## config.mk

```make
export PLATFORM = sky130hd
export DESIGN_NAME = multicycle_control_fsm
export DESIGN_NICKNAME = d
export VERILOG_FILES = /design/src/rtl/multicycle_control_fsm.sv
export SDC_FILE = /design/constraint.sdc
export NUM_CORES = 1
export LEC_CHECK = 0
export CAP_MARGIN = 20
export CELL_PAD_IN_SITES_DETAIL_PLACEMENT = 0
export CELL_PAD_IN_SITES_GLOBAL_PLACEMENT = 1
export CORE_ASPECT_RATIO = 0.5
export CORE_MARGIN = 1
export CORE_UTILIZATION = 34
export CTS_CLUSTER_DIAMETER = 50
export DETAILED_ROUTE_END_ITERATION = 6
export GPL_TIMING_DRIVEN = 0
export PLACE_DENSITY = 0.82
export SLEW_MARGIN = 10
export SYNTH_ARGS = -nofsm -noshare
export SYNTH_HDL_FRONTEND = slang
export SYNTH_SLANG_ARGS = --single-unit
```

## constraint.sdc

```tcl
create_clock -name clk -period 3.1 [get_ports clk]
set_clock_uncertainty 0.05 [all_clocks]
set_input_delay 0.62 -clock clk [delete_from_list [all_inputs] [get_ports clk]]
set_output_delay 0.62 -clock clk [all_outputs]
set_load 0.005 [all_outputs]
```

## src/rtl/multicycle_control_fsm.sv

```systemverilog
// Multi-cycle RV32I control sequencer: FETCH/DECODE/EXEC/MEM/WB with latched instruction fields.
// Latency: ALU/JAL/JALR/LUI/AUIPC 4 cycles, load 5, store 4, branch 3 (zero-wait memory).
// Backpressure: waits in FETCH/MEM for imem_ready/dmem_ready, bounded by TIMEOUT before TRAP.
module multicycle_control_fsm #(
   parameter int TIMEOUT         = 255,
   parameter int CNT_W           = 32,
   parameter bit TRAP_ON_ILLEGAL = 1'b1
) (
   input  logic             clk,
   input  logic             rst,
   input  logic [31:0]      instr,
   input  logic             imem_ready,
   input  logic             dmem_ready,
   input  logic             branch_taken,
   output logic             imem_req,
   output logic             dmem_req,
   output logic             ir_write,
   output logic             mem_read,
   output logic             mem_write,
   output logic [3:0]       alu_ctrl,
   output logic             alu_src,
   output logic [2:0]       branch_ctrl,
   output logic [1:0]       wb_sel,
   output logic             reg_write,
   output logic             pc_write,
   output logic [1:0]       pc_sel,
   output logic             busy,
   output logic             trap,
   output logic [CNT_W-1:0] instret
);

   localparam logic [6:0] OP_R      = 7'b0110011;
   localparam logic [6:0] OP_IMM    = 7'b0010011;
   localparam logic [6:0] OP_LOAD   = 7'b0000011;
   localparam logic [6:0] OP_STORE  = 7'b0100011;
   localparam logic [6:0] OP_BRANCH = 7'b1100011;
   localparam logic [6:0] OP_JAL    = 7'b1101111;
   localparam logic [6:0] OP_JALR   = 7'b1100111;
   localparam logic [6:0] OP_LUI    = 7'b0110111;
   localparam logic [6:0] OP_AUIPC  = 7'b0010111;

   localparam logic [3:0] ALU_ADD = 4'd0,  ALU_SUB  = 4'd1,  ALU_AND  = 4'd2, ALU_OR  = 4'd3;
   localparam logic [3:0] ALU_XOR = 4'd4,  ALU_SLL  = 4'd5,  ALU_SRL  = 4'd6, ALU_SRA = 4'd7;
   localparam logic [3:0] ALU_SLT = 4'd8,  ALU_SLTU = 4'd9,  ALU_PASS = 4'd10;
   localparam logic [3:0] ALU_ADD_PC = 4'd11;

   // Counter only needs to reach TIMEOUT-1: the TIMEOUT-th waiting cycle triggers the trap.
   localparam int WAIT_W = (TIMEOUT < 2) ? 1 : $clog2(TIMEOUT);
   localparam logic [WAIT_W-1:0] WAIT_LAST = WAIT_W'((TIMEOUT == 0) ? 0 : TIMEOUT - 1);

   typedef enum logic [2:0] {
      S_FETCH, S_DECODE, S_EXEC, S_MEM, S_WB, S_TRAP
   } state_t;

   state_t            state_q, state_d;
   logic [6:0]        opcode_q, opcode_d;
   logic [4:0]        rd_q, rd_d;
   logic [2:0]        funct3_q, funct3_d;
   logic              f7b5_q, f7b5_d;
   logic [WAIT_W-1:0] wait_q, wait_d;
   logic [CNT_W-1:0]  instret_q, instret_d;
   logic              retire;
   logic              legal;
   logic              unused_instr;

   // Register operand fields are consumed by the datapath, not by the sequencer.
   assign unused_instr = ^{instr[31], instr[29:15]};

   // Opcode legality of the latched instruction; branch funct3 010/011 do not exist.
   always_comb begin
      legal = 1'b0;
      case (opcode_q)
         OP_R, OP_IMM, OP_LOAD, OP_STORE, OP_JAL, OP_JALR, OP_LUI, OP_AUIPC: legal = 1'b1;
         OP_BRANCH: legal = (funct3_q[2:1] != 2'b01);
         default:   legal = 1'b0;
      endcase
   end

   // State, latched fields, wait counter and retire counter; reset aborts everything.
   always_ff @(posedge clk) begin
      if (rst) begin
         state_q   <= S_FETCH;
         opcode_q  <= '0;
         rd_q      <= '0;
         funct3_q  <= '0;
         f7b5_q    <= 1'b0;
         wait_q    <= '0;
         instret_q <= '0;
      end else begin
         state_q   <= state_d;
         opcode_q  <= opcode_d;
         rd_q      <= rd_d;
         funct3_q  <= funct3_d;
         f7b5_q    <= f7b5_d;
         wait_q    <= wait_d;
         instret_q <= instret_d;
      end
   end

   // Next state; the wait counter is zero unless staying in FETCH/MEM without ready.
   always_comb begin
      state_d  = state_q;
      opcode_d = opcode_q;
      rd_d     = rd_q;
      funct3_d = funct3_q;
      f7b5_d   = f7b5_q;
      wait_d   = '0;
      retire   = 1'b0;
      case (state_q)
         S_FETCH: begin
            if (imem_ready) begin
               opcode_d = instr[6:0];
               rd_d     = instr[11:7];
               funct3_d = instr[14:12];
               f7b5_d   = instr[30];
               state_d  = S_DECODE;
            end else if (TIMEOUT != 0) begin
               if (wait_q == WAIT_LAST) state_d = S_TRAP;
               else                     wait_d  = wait_q + 1'b1;
            end
         end
         S_DECODE: begin
            if (legal) begin
               state_d = S_EXEC;
            end else if (TRAP_ON_ILLEGAL) begin
               state_d = S_TRAP;
            end else begin
               retire  = 1'b1;
               state_d = S_FETCH;
            end
         end
         S_EXEC: begin
            case (opcode_q)
               OP_LOAD, OP_STORE: state_d = S_MEM;
               OP_BRANCH: begin
                  retire  = 1'b1;
                  state_d = S_FETCH;
               end
               default:   state_d = S_WB;
            endcase
         end
         S_MEM: begin
            if (dmem_ready) begin
               if (opcode_q == OP_LOAD) begin
                  state_d = S_WB;
               end else begin
                  retire  = 1'b1;
                  state_d = S_FETCH;
               end
            end else if (TIMEOUT != 0) begin
               if (wait_q == WAIT_LAST) state_d = S_TRAP;
               else                     wait_d  = wait_q + 1'b1;
            end
         end
         S_WB: begin
            retire  = 1'b1;
            state_d = S_FETCH;
         end
         default: state_d = S_TRAP;
      endcase
      instret_d = instret_q + {{(CNT_W-1){1'b0}}, retire};
   end

   // Control outputs from state and latched fields; all forced low while rst is asserted.
   always_comb begin
      imem_req    = 1'b0;
      dmem_req    = 1'b0;
      ir_write    = 1'b0;
      mem_read    = 1'b0;
      mem_write   = 1'b0;
      alu_ctrl    = ALU_ADD;
      alu_src     = 1'b0;
      branch_ctrl = 3'd0;
      wb_sel      = 2'b00;
      reg_write   = 1'b0;
      pc_write    = 1'b0;
      pc_sel      = 2'b00;
      busy        = 1'b0;
      trap        = 1'b0;
      instret     = '0;
      if (!rst) begin
         instret = instret_q;
         case (state_q)
            S_FETCH: begin
               imem_req = 1'b1;
               ir_write = imem_ready;
               busy     = imem_ready;
            end
            S_DECODE: begin
               busy     = 1'b1;
               pc_write = !legal && !TRAP_ON_ILLEGAL;
            end
            S_EXEC: begin
               busy = 1'b1;
               case (opcode_q)
                  OP_R, OP_IMM: begin
                     alu_src = (opcode_q == OP_IMM);
                     case (funct3_q)
                        3'b000:  alu_ctrl = (opcode_q == OP_R && f7b5_q) ? ALU_SUB : ALU_ADD;
                        3'b001:  alu_ctrl = ALU_SLL;
                        3'b010:  alu_ctrl = ALU_SLT;
                        3'b011:  alu_ctrl = ALU_SLTU;
                        3'b100:  alu_ctrl = ALU_XOR;
                        3'b101:  alu_ctrl = f7b5_q ? ALU_SRA : ALU_SRL;
                        3'b110:  alu_ctrl = ALU_OR;
                        default: alu_ctrl = ALU_AND;
                     endcase
                  end
                  OP_BRANCH: begin
                     case (funct3_q[2:1])
                        2'b00:   alu_ctrl = ALU_SUB;
                        2'b10:   alu_ctrl = ALU_SLT;
                        default: alu_ctrl = ALU_SLTU;
                     endcase
                     branch_ctrl = funct3_q[2] ? {1'b0, funct3_q[1:0]} + 3'd2 : {2'b00, funct3_q[0]};
                     pc_write    = 1'b1;
                     pc_sel      = branch_taken ? 2'b01 : 2'b00;
                  end
                  OP_LUI: begin
                     alu_ctrl = ALU_PASS;
                     alu_src  = 1'b1;
                  end
                  OP_AUIPC, OP_JAL: begin
                     alu_ctrl = ALU_ADD_PC;
                     alu_src  = 1'b1;
                  end
                  default: begin
                     alu_ctrl = ALU_ADD;
                     alu_src  = 1'b1;
                  end
               endcase
            end
            S_MEM: begin
               busy      = 1'b1;
               dmem_req  = 1'b1;
               mem_read  = (opcode_q == OP_LOAD);
               mem_write = (opcode_q == OP_STORE);
               pc_write  = (opcode_q == OP_STORE) && dmem_ready;
            end
            S_WB: begin
               busy      = 1'b1;
               reg_write = (rd_q != 5'd0);
               pc_write  = 1'b1;
               case (opcode_q)
                  OP_LOAD: wb_sel = 2'b01;
                  OP_JAL:  begin wb_sel = 2'b10; pc_sel = 2'b01; end
                  OP_JALR: begin wb_sel = 2'b10; pc_sel = 2'b10; end
                  default: wb_sel = 2'b00;
               endcase
            end
            default: begin
               busy = 1'b1;
               trap = 1'b1;
            end
         endcase
      end
   end

endmodule

```

==> reports/metrics.csv, run 1 <==
stage;metric;value;unit
synth;netlist_area_before_placement;3250;µm²
die;io_pins;90;
sta;count_of_final_setup_violators;0;
global_route;global_route_wire_length_before_repair;13900;µm
hold_path;hp-class;register to register;
cells_and_area;synthToLayoutAreaGrowth;36.8;%
cts;clock_tree.buffer_depth;2;
synth;postSynth.asyncResetShare;0;
setup_path;timing.setup.critical_path_class;register to output port;
die;coreArea;8980;µm²
global_route;met2_usage;0.281;
sta;finalMaxSlewViolations;0;
place;dpl_worst_slack;-0.617;ns
synth;synth_edf_count;0;
die;die_w;140;µm
flow_run;drv.max_cap_violation_count;0;
synth;postSynth.topFlopCell;dfxtp_1;
die;design.die.area;9960;µm²
place;dp_hpwl;6250;µm
detailed_routing;vias_per_cell;5.03;
global_route;via_count_of_the_first_global_routing_pass;2923;
global_route;initial_antenna_violation_count;0;
pwr;total_switching_power;448;µW
global_route;grt_use_met1;0.240;
cells_and_area;most_common_cell_after_layout_fill_and_taps_aside;clkdlybuf4s50_1;
place;finalWeightedCongestion;0.823;
setup_path;crit_path_max_cell_delay;0.50;ns
cells_and_area;layout.nets;547;
sta;period_share;0.972;
place;place.port_buffers;72;
die;die_ht;71.1;µm
detailed_routing;drc;0;
pwr;power.density_cell_area;436;nW/µm²
synth;netlist_instances;427;
cells_and_area;final_layout_size_suffix_gt1_frac;0.0900;
setup_path;reg_to_reg_endpoint;instret_q[26];
synth;seq_area_frac_synth;0.364;
setup_path;setup.reg_to_reg.worst_slack;0.16;ns
setup_path;critPathArrivalTime;2.34;ns
global_route;gr-usage-all-layers;0.180;
pwr;vdd_drop_max;253;µV
synth;number_of_distinct_library_cell_variants_in_the_gate_level_netlist_after_synthesis;47;
synth;synth.ff_latch_count;59;
die;floorplan.initialDensity;0.361;
hold_path;hold-path-cell-count;2;
global_route;grt_remaining_overflow;0;
sta;achievable-frequency;332;MHz
global_route;grt_max_degree;11;
setup_path;regToRegStartpoint;opcode_q[3];
pwr;pwr-share-clk;0.490;
cts;cts.sinks;59;
pwr;power.switching_fraction;0.231;
die;num_rows;24;
global_route;grt.met3_usage;0.0433;
setup_path;critPathSlowestCell;clkdlybuf4s50_1;
detailed_routing;dr.pass1.iters;4;
cts;clkSlewWorstSetupHoldPaths;0.05;ns
cts;htree_levels;3;
sta;period_needed;3.01;ns
cts;cts-buffers-inserted;9;
detailed_routing;wire_per_inst;13.4;µm
cells_and_area;insertedDiodeCount;0;
pwr;sequentialPowerShare;0.415;
detailed_routing;initialDrtViolationCount;148;
setup_path;path_max_fanout;10;
pwr;leakage;1.53;nW
detailed_routing;postRouteAntennaNets;0;
setup_path;worst-endpoint-required;2.43;ns
sta;finalHoldViolations;0;
hold_path;worst_hold_startpoint;rd_q[3];
synth;mappedNetlistNets;468;
cts;clkLatencyLatePin;0.33;ns
cells_and_area;final_cell_mix;70 x clkdlybuf4s50_1, 59 x dfxtp_1, 54 x nor2_1;
synth;synthesis.yosys.warnings;0;
setup_path;reg2reg_depth;12;
synth;syn_avg_cell_area;7.60;µm²
sta;relSlewSlack;0.577;
cts;clock-root-buffer;clkbuf_16;
cts;cts-hold-fix-buffers;0;
setup_path;critPathBufInv;3;
sta;final_critical_path_setup_slack;0.0857;ns
setup_path;timing.critical_path.cells;buf_6 -> or3b_1 -> buf_4 -> or2_4 -> a31oi_1 -> o31a_1 -> clkdlybuf4s50_1;
setup_path;critPathTopFamily;buffers and inverters;
pwr;share_comb_of_total_power;0.095;
hold_path;worst_hold_path_endpoint;rd_q[3];
sta;rsz_0062_raised_after_global_routing;no;
sta;worst_pin_slew;0.619;ns
sta;whs;0.403;ns
detailed_routing;via_count;3160;
detailed_routing;postRouteWirelength;8420;µm
global_route;global_route.peak_usage_layer;met2;
cts;tritoncts;built;
outcome;run_status;complete, no violations;
setup_path;startpoint_type;register;
pwr;power_report.internal_total;1.49;mW
setup_path;kind_of_capture_point_of_the_worst_setup_path;output port;
## how the worst max path moves through the flow
stage | cells past startpoint | end | startpoint
3_5_place_dp | 6 | pc_write | rst
2_1_floorplan | 13 | instret_q[26] | opcode_q[3]
4_1_cts | 10 | instret_q[31] | dmem_ready
5_1_grt | 7 | alu_ctrl[0] | opcode_q[3]
3_3_place_gp | 6 | trap | rst
6_report | 7 | alu_ctrl[0] | opcode_q[3]
## through the flow
| step | util | total power [mW] | cell area, µm² | TNS (ns) | cells |
|---|---|---|---|---|---|
| 3_5_place_dp | 0.458 | 0.999 | 4110 | -9.24 | 616 |
| 4_1_cts | 0.491 | 1.96 | 4410 | 0 | 629 |
| 2_1_floorplan | - | 0.922 | 3250 | 0 | 427 |
| 5_1_grt | 0.494 | 2.03 | 4440 | 0 | 628 |
| 3_3_place_gp | 0.458 | 0.997 | 4110 | -9.27 | 616 |
| 6_report | 0.494 | 1.94 | 4440 | 0 | 628 |
## registers in the layout, summed over array words and instances, names as in the netlist
| register | cells |
|---|---|
| state_q | 3 |
| opcode_q | 7 |
| wait_q | 8 |
| f7b5_q | 1 |
| rd_q | 5 |
| funct3_q | 3 |
| instret_q | 32 |
## synth_stat cells (all sizes together), types with 2 or more instances
| master | n | share of area |
|---|---|---|
| or3 | 13 | 0.025 |
| mux2 | 11 | 0.038 |
| nor2b | 33 | 0.064 |
| or3b | 2 | 0.0054 |
| and4 | 7 | 0.019 |
| and2 | 4 | 0.0077 |
| a31oi | 5 | 0.0096 |
| o21ai | 13 | 0.020 |
| nand4 | 10 | 0.019 |
| nand4b | 3 | 0.0081 |
| nand2b | 4 | 0.0077 |
| nor2 | 54 | 0.062 |
| nand3 | 17 | 0.026 |
| a21oi | 30 | 0.047 |
| nor4 | 7 | 0.013 |
| a22oi | 2 | 0.0046 |
| ha | 4 | 0.015 |
| nand2 | 50 | 0.058 |
| nor3 | 16 | 0.025 |
| xor2 | 14 | 0.038 |
| inv | 11 | 0.013 |
| and3 | 5 | 0.0096 |
| nand3b | 3 | 0.0069 |
| clkbuf | 21 | 0.024 |
| xnor2 | 4 | 0.011 |
| o31a | 2 | 0.0054 |
| or2 | 4 | 0.0077 |
| dfxtp | 59 | 0.36 |
| buf | 5 | 0.0085 |
## what timing repair did
action	4_1_cts	5_1_grt
endpoints found under the setup margin	35	26
pin swaps	0	2
buffers inserted	0	1
resized for setup	12	8
## kinds of logic (layout without fill, tap and decap cells)
family	after synthesis	after routing	synth area share
DFF	59	59	0.364
AOI/OAI and AO/OA	63	63	0.115
muxes	11	11	0.0382
xor gates and xnor gates	18	18	0.0486
and+or+nand+nor	235	235	0.374
buffers and inverters	37	121	0.0455
adders and majority gates	4	4	0.0154
## worst reg2reg max path, delay by kind of cell, from the launching register on
kind	cells	cell delay, ns
adder cells (fa/ha/maj)	2	0.46
buffers and inverters	2	0.30
flip-flops	1	0.30
multiplexers	1	0.28
AO/OA/AOI/OAI	3	0.62
AND/OR/NAND/NOR	4	0.81
## power groups by stage
stage               Sequential [mW]  Clock (mW)  Combinational (mW)
floorplan                     0.808           0               0.114
global placement              0.813           0               0.184
detailed placement            0.813           0               0.186
CTS                           0.803       0.974               0.183
global route                  0.806        1.02               0.205
finish                        0.803       0.949               0.183
## layout make-up
class	instances	area, µm²
plain buffers	21	96.3
clock buffers	15	288
clock inverters	1	5.00
fillers	886	4540
inverters	11	41.3
multi-input cells	331	1960
flip-flops and latches	59	1180
well taps	117	146
repair buffers	73	726
## per-layer routing
layer / vias up / wire, µm
li1: 1637 / -
met4: 0 / 108
met2: 62 / 3650
met3: 9 / 332
met5: - / 0
met1: 1452 / 4330
No activity file was read; power rests on OpenSTA's default activity.
==> run 2, diff against run 1 <==
- PLACE_DENSITY: 0.82 -> 0.76
==> run 2 against run 1 <==
Effect of this change:
- first-iteration DRC count fell by 7.4%
- total power fell by 4.6%
- final area is 1.2% lower
- largest power group unchanged
- sequential share of layout area rose by 0.34 points
- non-clock buffer count down 1
- cell count shrank 0.64%
- global-route usage grew 1.1 points
- routed wire length grew 3.8%
==> reports/metrics.csv, run 2 (synthesis results as in run 1) <==
stage;metric;value;unit;change
outcome;run_status;complete, no violations;;
setup_path;critPathTopFamily;simple AND/OR/NAND/NOR gates;;
detailed_routing;via_count;3132;;-0.89%
cts;clock_tree.buffer_depth;2;;unchanged
cells_and_area;insertedDiodeCount;0;;unchanged
cts;tritoncts;built;;
setup_path;kind_of_capture_point_of_the_worst_setup_path;register;;
cells_and_area;largest_reg_flops;32;;unchanged
cells_and_area;most_common_cell_after_layout_fill_and_taps_aside;clkdlybuf4s50_1;;
setup_path;setup.reg_to_reg.worst_slack;0.16;ns;about the same
global_route;initial_antenna_violation_count;0;;unchanged
sta;whs;0.403;ns;+0.000358 ns
hold_path;hold-path-cell-count;2;;unchanged
sta;period_needed;2.98;ns;-0.0385 ns
cells_and_area;reg_top3;instret_q (32), wait_q (8), opcode_q (7);;
cells_and_area;finalInstanceArea;4390;µm²;-1.2%
setup_path;critPathSlowestCell;clkdlybuf4s50_1;;
place;placedInstanceArea;4110;µm²;unchanged
sta;achievable-frequency;336;MHz;+1.3%
pwr;leakage;1.50;nW;-2.1%
pwr;vdd_drop_max;247;µV;-2.4%
cts;htree_levels;3;;unchanged
setup_path;timing.critical_path.cells;clkdlybuf4s50_1 -> o311ai_1 -> o21ai_0 -> a22o_1 -> ha_1 -> ha_2 -> and4_4 -> nand4_1 -> buf_4 -> or3_1 -> a21oi_1;;
hold_path;worst_hold_startpoint;rd_q[3];;
cts;cts.sinks;59;;unchanged
hold_path;hp-class;register to register;;
detailed_routing;drc;0;;unchanged
cts;clkSlewWorstSetupHoldPaths;0.05;ns;about the same
setup_path;critPathBufInv;2;;-1
global_route;grt_remaining_overflow;0;;unchanged
cts;clkLatencyLatePin;0.33;ns;about the same
place;place.port_buffers;72;;unchanged
hold_path;worst_hold_path_endpoint;rd_q[3];;
detailed_routing;dr.pass1.iters;4;;unchanged
setup_path;critPathArrivalTime;3.19;ns;+0.85 ns
setup_path;startpoint_type;input port;;
cts;clock-root-buffer;clkbuf_16;;
sta;rsz_0062_raised_after_global_routing;no;;
setup_path;path_max_fanout;6;;-4
detailed_routing;postRouteAntennaNets;0;;unchanged
sta;relSlewSlack;0.598;;+0.0216
die;design.die.area;9960;µm²;unchanged
cells_and_area;layout.nets;546;;-0.18%
detailed_routing;postRouteWirelength;8740;µm;+3.8%
die;num_rows;24;;unchanged
sta;finalHoldViolations;0;;unchanged
place;dp_hpwl;6460;µm;+3.4%
cts;cts-buffers-inserted;9;;unchanged
setup_path;cp_num_cells;11;;+4
setup_path;worst-endpoint-required;3.31;ns;+0.88 ns
die;io_pins;90;;unchanged
cells_and_area;final-instance-count-excl-fill;624;;-0.64%
global_route;grt_max_degree;11;;unchanged
detailed_routing;initialDrtViolationCount;137;;-7.4%
cells_and_area;largest-register;instret_q;;
sta;count_of_final_setup_violators;0;;unchanged
place;post-place-cells;616;;unchanged
flow_run;drv.max_cap_violation_count;0;;unchanged
detailed_routing;vias_per_cell;5.02;;-0.25%
global_route;gr-usage-all-layers;0.190;;+0.0108
global_route;global_route_wire_length_before_repair;14700;µm;+5.7%
die;die_w;140;µm;unchanged
sta;finalMaxSlewViolations;0;;unchanged
cells_and_area;final_cell_mix;70 x clkdlybuf4s50_1, 58 x dfxtp_1, 54 x nor2_1;;
setup_path;timing.setup.critical_path_class;input port to register;;
die;floorplan.initialDensity;0.361;;unchanged
cells_and_area;final_core_util;0.489;;-0.00571
die;die_ht;71.1;µm;unchanged
detailed_routing;wire_per_inst;14.0;µm;+4.5%
setup_path;reg_to_reg_endpoint;instret_q[26];;
setup_path;crit_path_max_cell_delay;0.57;ns;+0.07 ns
setup_path;regToRegStartpoint;opcode_q[3];;
global_route;via_count_of_the_first_global_routing_pass;2988;;+2.2%
die;coreArea;8980;µm²;unchanged
cells_and_area;synthToLayoutAreaGrowth;35.2;%;
sta;worst_pin_slew;0.587;ns;-0.0316 ns
setup_path;reg2reg_depth;12;;unchanged
place;finalWeightedCongestion;0.828;;+0.56%
pwr;power.density_cell_area;421;nW/µm²;-3.5%
cells_and_area;final_layout_size_suffix_gt1_frac;0.0848;;-0.00521
sta;period_share;0.960;;-0.0124
-- run 2: worst max path at each step --
stage	startpoint	endpoint	slack (ns)
global placement	rst	instret[19]	-0.66
global route	opcode_q[3]	alu_ctrl[0]	0.01
CTS	opcode_q[3]	instret_q[26]	0.003
floorplan	opcode_q[3]	instret_q[26]	0.27
detailed placement	rst	busy	-0.60
finish	dmem_ready	instret_q[24]	0.12
-- run 2: report_power, final --
group	switching [mW]	total, mW	internal [mW]
registers	0.0253	0.807	0.782
logic	0.101	0.181	0.0805
clock network	0.311	0.858	0.547
total	0.437	1.85	1.41
-- run 2: per-stage QoR --
| stage | total power, mW | TNS [ns] | setup WS (ns) |
|---|---|---|---|
| floorplan | 0.922 | 0 | 0.270 |
| CTS | 1.86 | 0 | 0.00273 |
| global route | 1.94 | 0 | 0.0135 |
| finish | 1.85 | 0 | 0.124 |
| detailed placement | 1.00 | -10.63 | -0.604 |
| global placement | 1.00 | -11.13 | -0.663 |
-- run 2: layout make-up --
type                    instances  area, µm²
fillers                       919       4590
flip-flops and latches         59       1180
multi-input cells             331       1950
inverters                      11       41.3
repair buffers                 73        726
clock buffers                  13        250
well taps                     117        146
plain buffers                  20       92.6
-- run 2: layer usage --
layer	up-vias	track usage	wire [µm]
li1	1637	-	-
met3	7	0.0569	344
met4	0	0.0513	62
met2	41	0.299	3830
met5	-	0	0
met1	1447	0.255	4510
-- run 2: tightest hold or removal path, cell delays in order (launching register included) --
cell	delay (ns)
dfxtp_1	0.30
nand2_1	0.05
a21oi_1	0.05
-- run 2: timing repair --
action                     4_1_cts  5_1_grt
buffers inserted                 0        1
resized for setup               12       10
hold buffers                     0        0
hold endpoints to repair         0        0
pin swaps                        0        2
setup endpoints to repair       37       22
==> run 3, diff against run 2 <==
- CORE_UTILIZATION: 34 -> 45
- DONT_BUFFER_PORTS: unset -> 1
==> run 3 against run 2 <==
Effect of this change:
- clock power up 27%
- non-clock buffer count is 73 lower
- sequential share of layout area rose by 5.2 points
- largest power group unchanged
- critical path type is now register to register
- via count is 4.7% lower
==> reports/metrics.csv, run 3 (synthesis results as in run 1) <==
stage;metric;value;unit;change
cts;htree_levels;3;;unchanged
cells_and_area;largest-register;instret_q;;
place;place.port_buffers;0;;-100%
cells_and_area;largest_reg_flops;32;;unchanged
setup_path;critPathSlowestCell;or3b_1;;
sta;finalHoldViolations;0;;unchanged
global_route;global_route_wire_length_before_repair;12700;µm;-14%
setup_path;startpoint_type;register;;
die;design.die.area;7580;µm²;-24%
setup_path;setup.reg_to_reg.worst_slack;0.13;ns;-0.03 ns
global_route;initial_antenna_violation_count;0;;unchanged
die;io_pins;90;;unchanged
place;dp_hpwl;6130;µm;-5.1%
setup_path;timing.critical_path.to;instret_q[28];;
cells_and_area;final_cell_mix;59 x dfxtp_1, 54 x nor2_1, 49 x nand2_1;;
setup_path;timing.critical_path.cells;buf_6 -> or3b_1 -> buf_2 -> o311ai_0 -> o21ai_1 -> a22o_1 -> ha_1 -> ha_1 -> and4_4 -> nand4_1 -> nor4_1 -> mux2_2;;
cts;clkLatencyLatePin;0.33;ns;about the same
setup_path;regToRegStartpoint;opcode_q[3];;
cts;clock-root-buffer;clkbuf_16;;
setup_path;critPathArrivalTime;3.14;ns;-0.05 ns
cts;cts.sinks;59;;unchanged
flow_run;drv.max_cap_violation_count;0;;unchanged
cells_and_area;insertedDiodeCount;0;;unchanged
setup_path;timing.setup.critical_path_class;register to register;;
sta;period_needed;2.97;ns;-0.00516 ns
hold_path;worst_hold_startpoint;instr[2];;
global_route;gr-usage-all-layers;0.225;;+0.0350
sta;achievable-frequency;337;MHz;+0.17%
die;num_rows;21;;-13%
cts;cts-buffers-inserted;9;;unchanged
sta;count_of_final_setup_violators;0;;unchanged
global_route;grt_remaining_overflow;0;;unchanged
sta;whs;0.377;ns;-0.0263 ns
cells_and_area;reg_top3;instret_q (32), wait_q (8), opcode_q (7);;
cells_and_area;most_common_cell_after_layout_fill_and_taps_aside;dfxtp_1;;
place;finalWeightedCongestion;0.893;;+8.0%
setup_path;path_max_fanout;10;;+4
pwr;vdd_drop_max;272;µV;+10%
cts;cts_setup_buffers;0;;unchanged
cells_and_area;layout.nets;473;;-13%
setup_path;reg_to_reg_endpoint;instret_q[28];;
setup_path;kind_of_capture_point_of_the_worst_setup_path;register;;
setup_path;reg2reg_depth;12;;unchanged
pwr;leakage;1.27;nW;-15%
sta;period_share;0.958;;-0.00166
setup_path;crit_path_max_cell_delay;0.33;ns;-0.24 ns
global_route;via_count_of_the_first_global_routing_pass;2631;;-12%
sta;rsz_0062_raised_after_global_routing;no;;
setup_path;cpMostUsedCell;ha_1;;
die;floorplan.initialDensity;0.475;;+0.114
die;die_w;122;µm;-13%
cells_and_area;final_layout_size_suffix_gt1_frac;0.0892;;+0.00443
cts;clkSlewWorstSetupHoldPaths;0.05;ns;about the same
cells_and_area;synthToLayoutAreaGrowth;13.3;%;
detailed_routing;wire_per_inst;15.8;µm;+13%
cts;cts-hold-fix-buffers;0;;unchanged
setup_path;worst_setup_path_startpoint;opcode_q[3];;
global_route;grt_max_degree;11;;unchanged
setup_path;worst-endpoint-required;3.27;ns;-0.04 ns
cts;clock_tree.buffer_depth;2;;unchanged
detailed_routing;dr.pass1.iters;4;;unchanged
hold_path;hp-class;input port to register;;
sta;relSlewSlack;0.627;;+0.0288
detailed_routing;via_count;2986;;-4.7%
detailed_routing;initialDrtViolationCount;231;;+69%
pwr;power.density_cell_area;554;nW/µm²;+32%
pwr;fin_total_pwr;2.04;mW;+10%
detailed_routing;vias_per_cell;5.64;;+12%
die;die_ht;62.1;µm;-13%
detailed_routing;postRouteAntennaNets;0;;unchanged
die;coreArea;6830;µm²;-24%
sta;worst_pin_slew;0.545;ns;-0.0421 ns
cts;tritoncts;built;;
outcome;run_status;complete, no violations;;
detailed_routing;postRouteWirelength;8360;µm;-4.4%
sta;finalMaxSlewViolations;0;;unchanged
detailed_routing;drc;0;;unchanged
## run 3: through the flow
stage | instance area (µm²) | utilization | setup WS [ns] | TNS (ns) | std cells
2_1_floorplan | 3250 | - | 0.270 | 0 | 427
3_3_place_gp | 3360 | 0.492 | -0.151 | -0.898 | 519
3_5_place_dp | 3360 | 0.492 | -0.187 | -1.34 | 519
4_1_cts | 3680 | 0.539 | 0.0228 | 0 | 531
5_1_grt | 3680 | 0.538 | 0.0188 | 0 | 529
6_report | 3680 | 0.538 | 0.129 | 0 | 529
## run 3: final cells by class
cell class                      count  area (µm²)
Buffer                             20        87.6
Clock buffer                       11         253
Clock inverter                      5        75.1
Fill cell                         665        3150
Inverter                           11        41.3
Multi-Input combinational cell    331        1920
Sequential cell                    59        1180
Tap cell                           92         115
## run 3: timing repair
action,in CTS,in global routing
resized for setup,5,4
pin swaps,0,2
setup endpoints to repair,16,14
endpoints found under the hold margin,0,0
## run 3: worst min path at each step
stage / to / depth (start not counted)
floorplan: f7b5_q / 2
global placement: rd_q[2] / 2
detailed placement: rd_q[2] / 2
CTS: opcode_q[2] / 2
global route: opcode_q[0] / 2
finish: opcode_q[2] / 2
## run 3: critical path: cells and delay by family, from the launching register on
kind | cells | cell delay (ns)
AND/OR/NAND/NOR | 4 | 0.80
AO/OA/AOI/OAI | 3 | 0.69
adder cells (fa/ha/maj) | 2 | 0.44
flip-flops | 1 | 0.31
buffers and inverters | 2 | 0.29
multiplexers | 1 | 0.27
## run 3: layer usage
layer	track usage	vias up	wire length, µm
met2	0.345	95	3490
met1	0.299	1386	4110
met4	0.0976	0	172
met3	0.0684	18	582
li1	-	1487	-
met5	0	-	0
## run 3: power by group
part,leakage (nW),internal [mW],switching [mW],total [mW]
Clock,0.165,0.742,0.347,1.09
Sequential,0.478,0.780,0.0247,0.805
Combinational,0.623,0.0493,0.0942,0.143
